**src/rtl/pipe_stall_ctrl_pkg.sv**
```systemverilog
// -----------------------------------------------------------------------------
// pipe_stall_ctrl_pkg
// Definitions shared by the pipeline stall controller and its watchdog:
//   - stall_state_t   : controller state (RUN, MEM_WAIT, ERROR)
//   - DEF_MEM_TIMEOUT : default number of consecutive memory-stall cycles
//                       before the watchdog trips (0 disables it)
//   - STALL_CNT_W     : width of the stall-cycle performance counter
//   - FLUSH_CNT_W     : width of the flush performance counter
// -----------------------------------------------------------------------------
package pipe_stall_ctrl_pkg;

    typedef enum logic [1:0] {
        RUN      = 2'd0,
        MEM_WAIT = 2'd1,
        ERROR    = 2'd2
    } stall_state_t;

    localparam int DEF_MEM_TIMEOUT = 15;
    localparam int STALL_CNT_W     = 32;
    localparam int FLUSH_CNT_W     = 16;

endpackage

```
**src/rtl/pipe_stall_ctrl_stall_watchdog.sv**
```systemverilog
// -----------------------------------------------------------------------------
// stall_watchdog
// Counts consecutive memory-stall cycles and flags the cycle in which the
// count (including the current cycle) reaches MEM_TIMEOUT.
//
// Parameters:
//   MEM_TIMEOUT  consecutive stall cycles allowed; 0 disables the watchdog
// Ports:
//   clk          pipeline clock
//   rst          synchronous active-high reset
//   mem_stall    MEM stage is waiting on the SRAM this cycle
//   halted       controller is in ERROR; counting stops
//   timeout_hit  this stall cycle is the MEM_TIMEOUT-th consecutive one
// -----------------------------------------------------------------------------
module stall_watchdog
    import pipe_stall_ctrl_pkg::*;
#(
    parameter int MEM_TIMEOUT = DEF_MEM_TIMEOUT
) (
    input  logic clk,
    input  logic rst,
    input  logic mem_stall,
    input  logic halted,
    output logic timeout_hit
);

    // A zero timeout would give a zero-width counter; keep one bit instead.
    localparam int CW = (MEM_TIMEOUT > 0) ? $clog2(MEM_TIMEOUT + 1) : 1;

    logic [CW-1:0] wait_cnt;
    logic [CW-1:0] stall_cnt;

    // wait_cnt is zero whenever the previous cycle did not stall (i.e. in RUN),
    // so the stall that enters MEM_WAIT yields a count of 1.
    always_comb begin
        stall_cnt   = wait_cnt + CW'(1);
        timeout_hit = (MEM_TIMEOUT != 0) && mem_stall && !halted &&
                      (stall_cnt == CW'(MEM_TIMEOUT));
    end

    always_ff @(posedge clk) begin
        if (rst) begin
            wait_cnt <= '0;
        end else if ((MEM_TIMEOUT == 0) || !mem_stall || halted) begin
            wait_cnt <= '0;
        end else begin
            wait_cnt <= stall_cnt;
        end
    end

endmodule

```
**src/rtl/pipe_stall_ctrl.sv**
```systemverilog
// -----------------------------------------------------------------------------
// pipe_stall_ctrl
// Enforcement end of the hazard protocol: turns the hazard unit's freeze
// request, the EXE branch outcome and the MEM-stage SRAM handshake into the
// per-register enable/flush/bubble controls of the 5-stage pipeline, and
// guards multi-cycle memory accesses with a watchdog.
//
// Optional feature macro: STALL_PERF_CNT_EN
//   defined   - stall_cycles / flush_count are saturating performance counters
//   undefined - both counter outputs are tied to 0, no counter flops exist
//
// Parameters:
//   MEM_TIMEOUT   consecutive memory-stall cycles before ERROR (0 = off)
// Ports:
//   clk, rst      pipeline clock, synchronous active-high reset
//   freez         hazard freeze request (same cycle)
//   branch_taken  EXE-stage branch resolved taken
//   mem_req       MEM stage performs a load/store this cycle
//   mem_ready     SRAM completes the access this cycle
//   pc_en         PC load enable
//   if_id_en      IF/ID load enable
//   if_id_flush   IF/ID loads a NOP
//   id_ex_bubble  ID/EX loads a NOP
//   ex_mem_en     EX/MEM load enable
//   mem_wb_en     MEM/WB load enable
//   mem_timeout   sticky watchdog error
//   stall_cycles  cycles with pc_en low (outside reset)
//   flush_count   cycles with if_id_flush high (outside reset)
// -----------------------------------------------------------------------------
module pipe_stall_ctrl
    import pipe_stall_ctrl_pkg::*;
#(
    parameter int MEM_TIMEOUT = DEF_MEM_TIMEOUT
) (
    input  logic                   clk,
    input  logic                   rst,
    input  logic                   freez,
    input  logic                   branch_taken,
    input  logic                   mem_req,
    input  logic                   mem_ready,
    output logic                   pc_en,
    output logic                   if_id_en,
    output logic                   if_id_flush,
    output logic                   id_ex_bubble,
    output logic                   ex_mem_en,
    output logic                   mem_wb_en,
    output logic                   mem_timeout,
    output logic [STALL_CNT_W-1:0] stall_cycles,
    output logic [FLUSH_CNT_W-1:0] flush_count
);

    stall_state_t state_q;
    stall_state_t state_d;
    logic         mem_stall;
    logic         timeout_hit;

    assign mem_stall = mem_req & ~mem_ready;

    stall_watchdog #(
        .MEM_TIMEOUT (MEM_TIMEOUT)
    ) u_watchdog (
        .clk         (clk),
        .rst         (rst),
        .mem_stall   (mem_stall),
        .halted      (state_q == ERROR),
        .timeout_hit (timeout_hit)
    );

    always_ff @(posedge clk) begin
        if (rst) begin
            state_q <= RUN;
        end else begin
            state_q <= state_d;
        end
    end

    // Next state. MEM_WAIT lasts exactly as long as mem_stall holds, so
    // leaving it covers both mem_ready and mem_req dropping.
    always_comb begin
        state_d = state_q;
        unique case (state_q)
            RUN: begin
                if (timeout_hit)    state_d = ERROR;
                else if (mem_stall) state_d = MEM_WAIT;
            end
            MEM_WAIT: begin
                if (timeout_hit)     state_d = ERROR;
                else if (!mem_stall) state_d = RUN;
            end
            ERROR:   state_d = ERROR;
            default: state_d = RUN;
        endcase
    end

    // Mealy pipeline controls. The memory stall outranks a taken branch:
    // EXE holds, so the branch is seen again once the access completes.
    always_comb begin
        pc_en        = 1'b1;
        if_id_en     = 1'b1;
        if_id_flush  = 1'b0;
        id_ex_bubble = 1'b0;
        ex_mem_en    = 1'b1;
        mem_wb_en    = 1'b1;
        if (rst) begin
            pc_en        = 1'b0;
            if_id_en     = 1'b0;
            if_id_flush  = 1'b1;
            id_ex_bubble = 1'b1;
            ex_mem_en    = 1'b0;
            mem_wb_en    = 1'b0;
        end else if (state_q == ERROR || mem_stall) begin
            pc_en     = 1'b0;
            if_id_en  = 1'b0;
            ex_mem_en = 1'b0;
            mem_wb_en = 1'b0;
        end else if (branch_taken) begin
            // The ID instruction is discarded, so a pending freeze is moot.
            if_id_flush  = 1'b1;
            id_ex_bubble = 1'b1;
        end else if (freez) begin
            pc_en        = 1'b0;
            if_id_en     = 1'b0;
            id_ex_bubble = 1'b1;
        end
    end

    // ERROR is only left through reset, so the state itself is the sticky flag.
    assign mem_timeout = (state_q == ERROR);

`ifdef STALL_PERF_CNT_EN
    logic [STALL_CNT_W-1:0] stall_cycles_q;
    logic [FLUSH_CNT_W-1:0] flush_count_q;

    always_ff @(posedge clk) begin
        if (rst) begin
            stall_cycles_q <= '0;
            flush_count_q  <= '0;
        end else begin
            if (!pc_en && (stall_cycles_q != '1)) begin
                stall_cycles_q <= stall_cycles_q + STALL_CNT_W'(1);
            end
            if (if_id_flush && (flush_count_q != '1)) begin
                flush_count_q <= flush_count_q + FLUSH_CNT_W'(1);
            end
        end
    end

    assign stall_cycles = stall_cycles_q;
    assign flush_count  = flush_count_q;
`else
    assign stall_cycles = '0;
    assign flush_count  = '0;
`endif

endmodule

```
**config.mk**
```make
export PLATFORM = sky130hd
export DESIGN_NAME = pipe_stall_ctrl
export DESIGN_NICKNAME = d
export VERILOG_FILES = /design/src/rtl/pipe_stall_ctrl_pkg.sv /design/src/rtl/pipe_stall_ctrl_stall_watchdog.sv /design/src/rtl/pipe_stall_ctrl.sv
export SDC_FILE = /design/constraint.sdc
export NUM_CORES = 1
export LEC_CHECK = 0
export ABC_AREA = 1
export ABC_CLOCK_PERIOD_IN_PS = 1590
export BUFFER_PORTS_ARGS = -buffer_cell sky130_fd_sc_hd__clkbuf_2
export CORE_MARGIN = 8
export CORE_UTILIZATION = 40
export DETAILED_ROUTE_END_ITERATION = 8
export PLACE_DENSITY = 0.87
export SLEW_MARGIN = 20
export SYNTH_ARGS = -nofsm -noshare
export SYNTH_HDL_FRONTEND = slang
export SYNTH_SLANG_ARGS = --single-unit
```
**constraint.sdc**
```tcl
create_clock -name clk -period 1.59 [get_ports clk]
set_input_delay 0.0795 -clock clk [delete_from_list [all_inputs] [get_ports clk]]
set_output_delay 0.0795 -clock clk [all_outputs]
set_load 0.005 [all_outputs]
```
# [Word level (Yosys, flattened, before mapping)]
# Index checks and enable logic that the tools add are counted.
[classes] add_sub_neg=1 n_eq_ne=5 mux=18 bitwise=2 reduce_logical=9
[ops] op="1-bit 2-to-1 mux" n=13
[ops] op="2-bit 2-to-1 mux" n=4
[ops] op="3-bit inequality test, second input constant" n=2
[ops] op="2-bit case mux with 3 select lines" n=1
[ops] op="4-bit by 1-bit adder with 4-bit output, second input constant" n=1
[ops] op="4-bit == test, second input constant" n=1
[ops] op="2-bit by 1-bit == test with 1-bit output, second input constant" n=1
[ops] op="2-bit == test, second input constant" n=1
[ops] op="1-bit logical AND" n=2
[ops] op="1-bit logical NOT" n=2
[ops] op="2-bit logical NOT" n=1
[ops] op="1-bit logical OR" n=2
[ops] op="2-bit AND reduction" n=1
[ops] op="2-bit OR reduction" n=1
[ops] op="1-bit bitwise AND" n=1
[ops] op="1-bit inverter" n=1
[totals] regBits=6 inputBits=6 output_inout_bits=55 word_cells=37

# [Logic depth before layout (Yosys ltp)]
[logic_depth] ltp_word=6 ltp_mapped=7 depth_no_buf=7

# [Hierarchy]
# From an unflattened synthesis, not the netlist that was laid out.
[hier_totals] hier_cells=106 hier_area_um2=735.7
[modules_own_cells] mod="pipe_stall_ctrl" instances=1 cells_per_inst=76 area_per_inst_um2=534.3 seq_area_each_um2=40.0
[modules_own_cells] mod="stall_watchdog" instances=1 cells_per_inst=30 area_per_inst_um2=201.4 seq_area_each_um2=80.1

# [Worst setup path before layout]
# Ideal clock, no wire load.
[synth_path] path_type="reg-to-output" from="reg state_q[0]" to="out pc_en" arrival_ns=0.884 required_time_ns=1.510 slack_ns=0.626 path_stages_with_launch=7 path_buffers=1 cell_sequence="dfxtp_1 inv_1 nand2_1 nand2_1 nor2_2 o21a_1 buf_4"
[synth_via] elab_chain_cells=4
[synth_rtl] item="from (decl)" line="pipe_stall_ctrl.sv:52" source="stall_state_t state_q;"
[synth_rtl] item="from (signal assigned)" line="pipe_stall_ctrl.sv:73" source="state_q <= state_d;"
[synth_rtl] item="2-bit == test" line="pipe_stall_ctrl.sv:111" source="end else if (state_q == ERROR || mem_stall) begin"
[synth_rtl] item="1-bit logical OR" line="pipe_stall_ctrl.sv:111"
[synth_rtl] item="1-bit 2-to-1 mux (2 in series)"
[synth_rtl] item="to (decl)" line="pipe_stall_ctrl.sv:41" source="output logic pc_en,"
# Every way passes these cells.

# [Worst setup path in the final report]
[layout_path] from="reg state_q[0]" to="out if_id_en"
[layout_via] elab_chain_cells=4
[layout_rtl] item="2-bit == test" line="pipe_stall_ctrl.sv:111"
[layout_rtl] item="1-bit logical OR" line="pipe_stall_ctrl.sv:111"
[layout_rtl] item="1-bit 2-to-1 mux" line="pipe_stall_ctrl.sv:111"
[layout_rtl] item="1-bit 2-to-1 mux" line="pipe_stall_ctrl.sv:104" source="if (rst) begin"
[layout_rtl] item="to (decl)" line="pipe_stall_ctrl.sv:42" source="output logic if_id_en,"
# Every way passes these cells.

==> results by group <==
STA
  – Hold Violations, Final: 0
  – Final period util: 79.0%
  – Final Setup Violations: 0
  – Max Freq: 0.796 GHz
  – Max-slew violation count: 0
  – RSZ-0062 raised after global routing: false
  – Post-Route Setup TNS: 0 ns
  – Tmin final: 1.26 ns
  – Clock skew: 0.00107 ns
  – Final WS setup: 0.334 ns

Setup path
  – Type of the worst setup path: reg -> out
  – Critical Path RT: 1.51 ns
  – Crit. Startpoint: state_q[0]
  – Critical Path AT: 1.18 ns
  – Crit. End Element: output pin
  – Max FO, Critical Path: 4
  – Critical R2R Launch: u_watchdog.wait_cnt[0]
  – Crit path launch type: flop

Hold path
  – Hold Path Class: in -> reg
  – Hold_sp: rst

Die
  – Die Height: 58.1 um
  – # rows: 15
  – Die area: 3370 um2
  – IO Count: 61
  – Core area: 1690 um2
  – Die X: 58.1 um
  – Starting density of the core: 41.9%

Final layout
  – Design Area, Final: 613 um2
  – Fin nets: 118
  – Most frequent cells in the layout: 48 x conb_1, 12 x clkbuf_2, 10 x inv_1
  – ANT cells: 0
  – Commonest non-fill, non-tap cell in the layout: conb_1
  – Synth-to-Final Area Change: -13.4%
  – End-of-flow core utilization: 36.3%
  – Layout cells sized above 1: 19.4%
  – Fill count: 196

Clock tree
  – Cts hold-fix bufs: 0
  – Setup Buffers After CTS: 0
  – Post-cts resize count: 0
  – CTS max path bufs: 2
  – CTS Buf Count: 3
  – Clk sink count: 6
  – Clock Tree Root: clkbuf_4
  – CTS tree: done
  – H-Tree Depth: 1
  – Worst skew pair latency: 0.24 ns
  – CTS clk-pin slew, worst paths: 0.04 ns

Detailed routing
  – Total number of vias: 440
  – Total wire length: 1150 um
  – Pre-antenna DRT Iters: 2
  – Iter 0 DRT Violations: 2
  – Via/cell ratio: 3.52
  – Avg WL per Cell: 9.18 um
  – # DRC: 0
  – Final antenna-violating net count: 0

Place
  – DP HPWL: 1070 um
  – Routability Congestion: 0.714
  – DP Worst Slack: 0.559 ns
  – Count of input and output buffers: 12
  – DP Area: 591 um2

Synth
  – Yosys warns: 0
  – Yosys cell types: 17
  – Syn Area/Cell: 7.38 um2
  – Seq/Total Area, Yosys: 17.0%
  – Mapped Area: 708 um2
  – Syn Inst Count: 96
  – Number of synthesized register bits: 6

Global route
  – Largest net degree at the start of global routing: 6
  – First-pass GRT wire length: 1750 um
  – Overall Global Routing Usage: 6.92%
  – Global route overflow: 0
  – Initial antenna violation count: 0
  – Vias in the first global route: 451

Pwr
  – Max VDD drop: 0.285 mV
  – Pleak: 0.375 nW
  – Pwr dens: 592 nW/um2
  – Tot Pwr: 363 uW

Job
  – Max-cap violation count: 0

Run status
  – Status: finished clean
per-stage QoR:
step           hold WS [ns]  instances
2_1_floorplan         0.189        143
3_3_place_gp          0.419        122
3_5_place_dp          0.421        122
4_1_cts               0.165        125
5_1_grt               0.205        125
6_report              0.169        125
synth_stat cells:
cell type,n,area (um2)
a21boi_2,1,11.3
a21oi_1,1,5.00
buf_4,50,375
conb_1,1,3.75
dfxtp_1,6,120
ha_1,2,25.0
inv_1,10,37.5
nand2_1,9,33.8
nand2_2,2,12.5
nand3_1,3,15.0
nand4_1,2,12.5
nor2_1,3,11.3
nor2_2,2,12.5
nor2_4,1,11.3
o211ai_1,1,7.51
o21a_1,1,7.51
or2_0,1,6.26
flip-flops by register name, indices dropped and copies added (netlist names):
| signal | cells |
|---|---|
| u_watchdog.wait_cnt | 4 |
| state_q | 2 |
path summary, 6_finish.rpt:
| kind | end | depth (start not counted) | slack (ns) |
|---|---|---|---|
| worst max-delay path | if_id_en | 6 | 0.33 |
| worst min-delay path | state_q[1] | 4 | 0.17 |
| worst max register to register | state_q[1] | 7 | 0.55 |
| worst min register to register | u_watchdog.wait_cnt[0] | 1 | 0.47 |
worst max-delay path, cell delays in order, from the launching register on:
cell and delay (ns):
dfxtp_1 0.30, inv_1 0.03, nand2_1 0.10, nand2_1 0.09, nor2_2 0.12, o21a_1 0.16, clkbuf_2 0.12
power by group:
part / internal (mW) / total, mW / switching [mW] / leakage (nW)
Combinational: 0.0184 / 0.0690 / 0.0505 / 0.313
Sequential: 0.153 / 0.155 / 0.00184 / 0.0486
Clock: 0.0853 / 0.139 / 0.0534 / 0.0138
Total: 0.257 / 0.363 / 0.106 / 0.375
logic make-up (layout without fill, tap and decap cells):
group / count (synthesis) / count (layout) / share of synthesized area (%)
other: 1 / 48 / 0.530
AOI/OAI and AO/OA: 4 / 4 / 4.42
adders and majority gates: 2 / 2 / 3.53
and+or+nand+nor: 23 / 23 / 16.3
DFF: 6 / 6 / 17.0
buffers and inverters: 60 / 25 / 58.3
layout make-up:
type	count	area, um2	area share (%)
repair buffers	12	60.1	9.80
clock buffers	3	22.5	3.67
inverters	10	37.5	6.12
well taps	17	21.3	3.47
multi-input cells	77	352	57.3
flip-flops and latches	6	120	19.6
metal layers:
metal,up-vias,share of wire [%],global-route usage [%]
met5,-,0,0
met4,0,3.1,8.39
met3,4,19,4.64
met2,43,44,11.5
met1,176,34,4.63
li1,217,-,-
(Power assumes the default switching activity.)
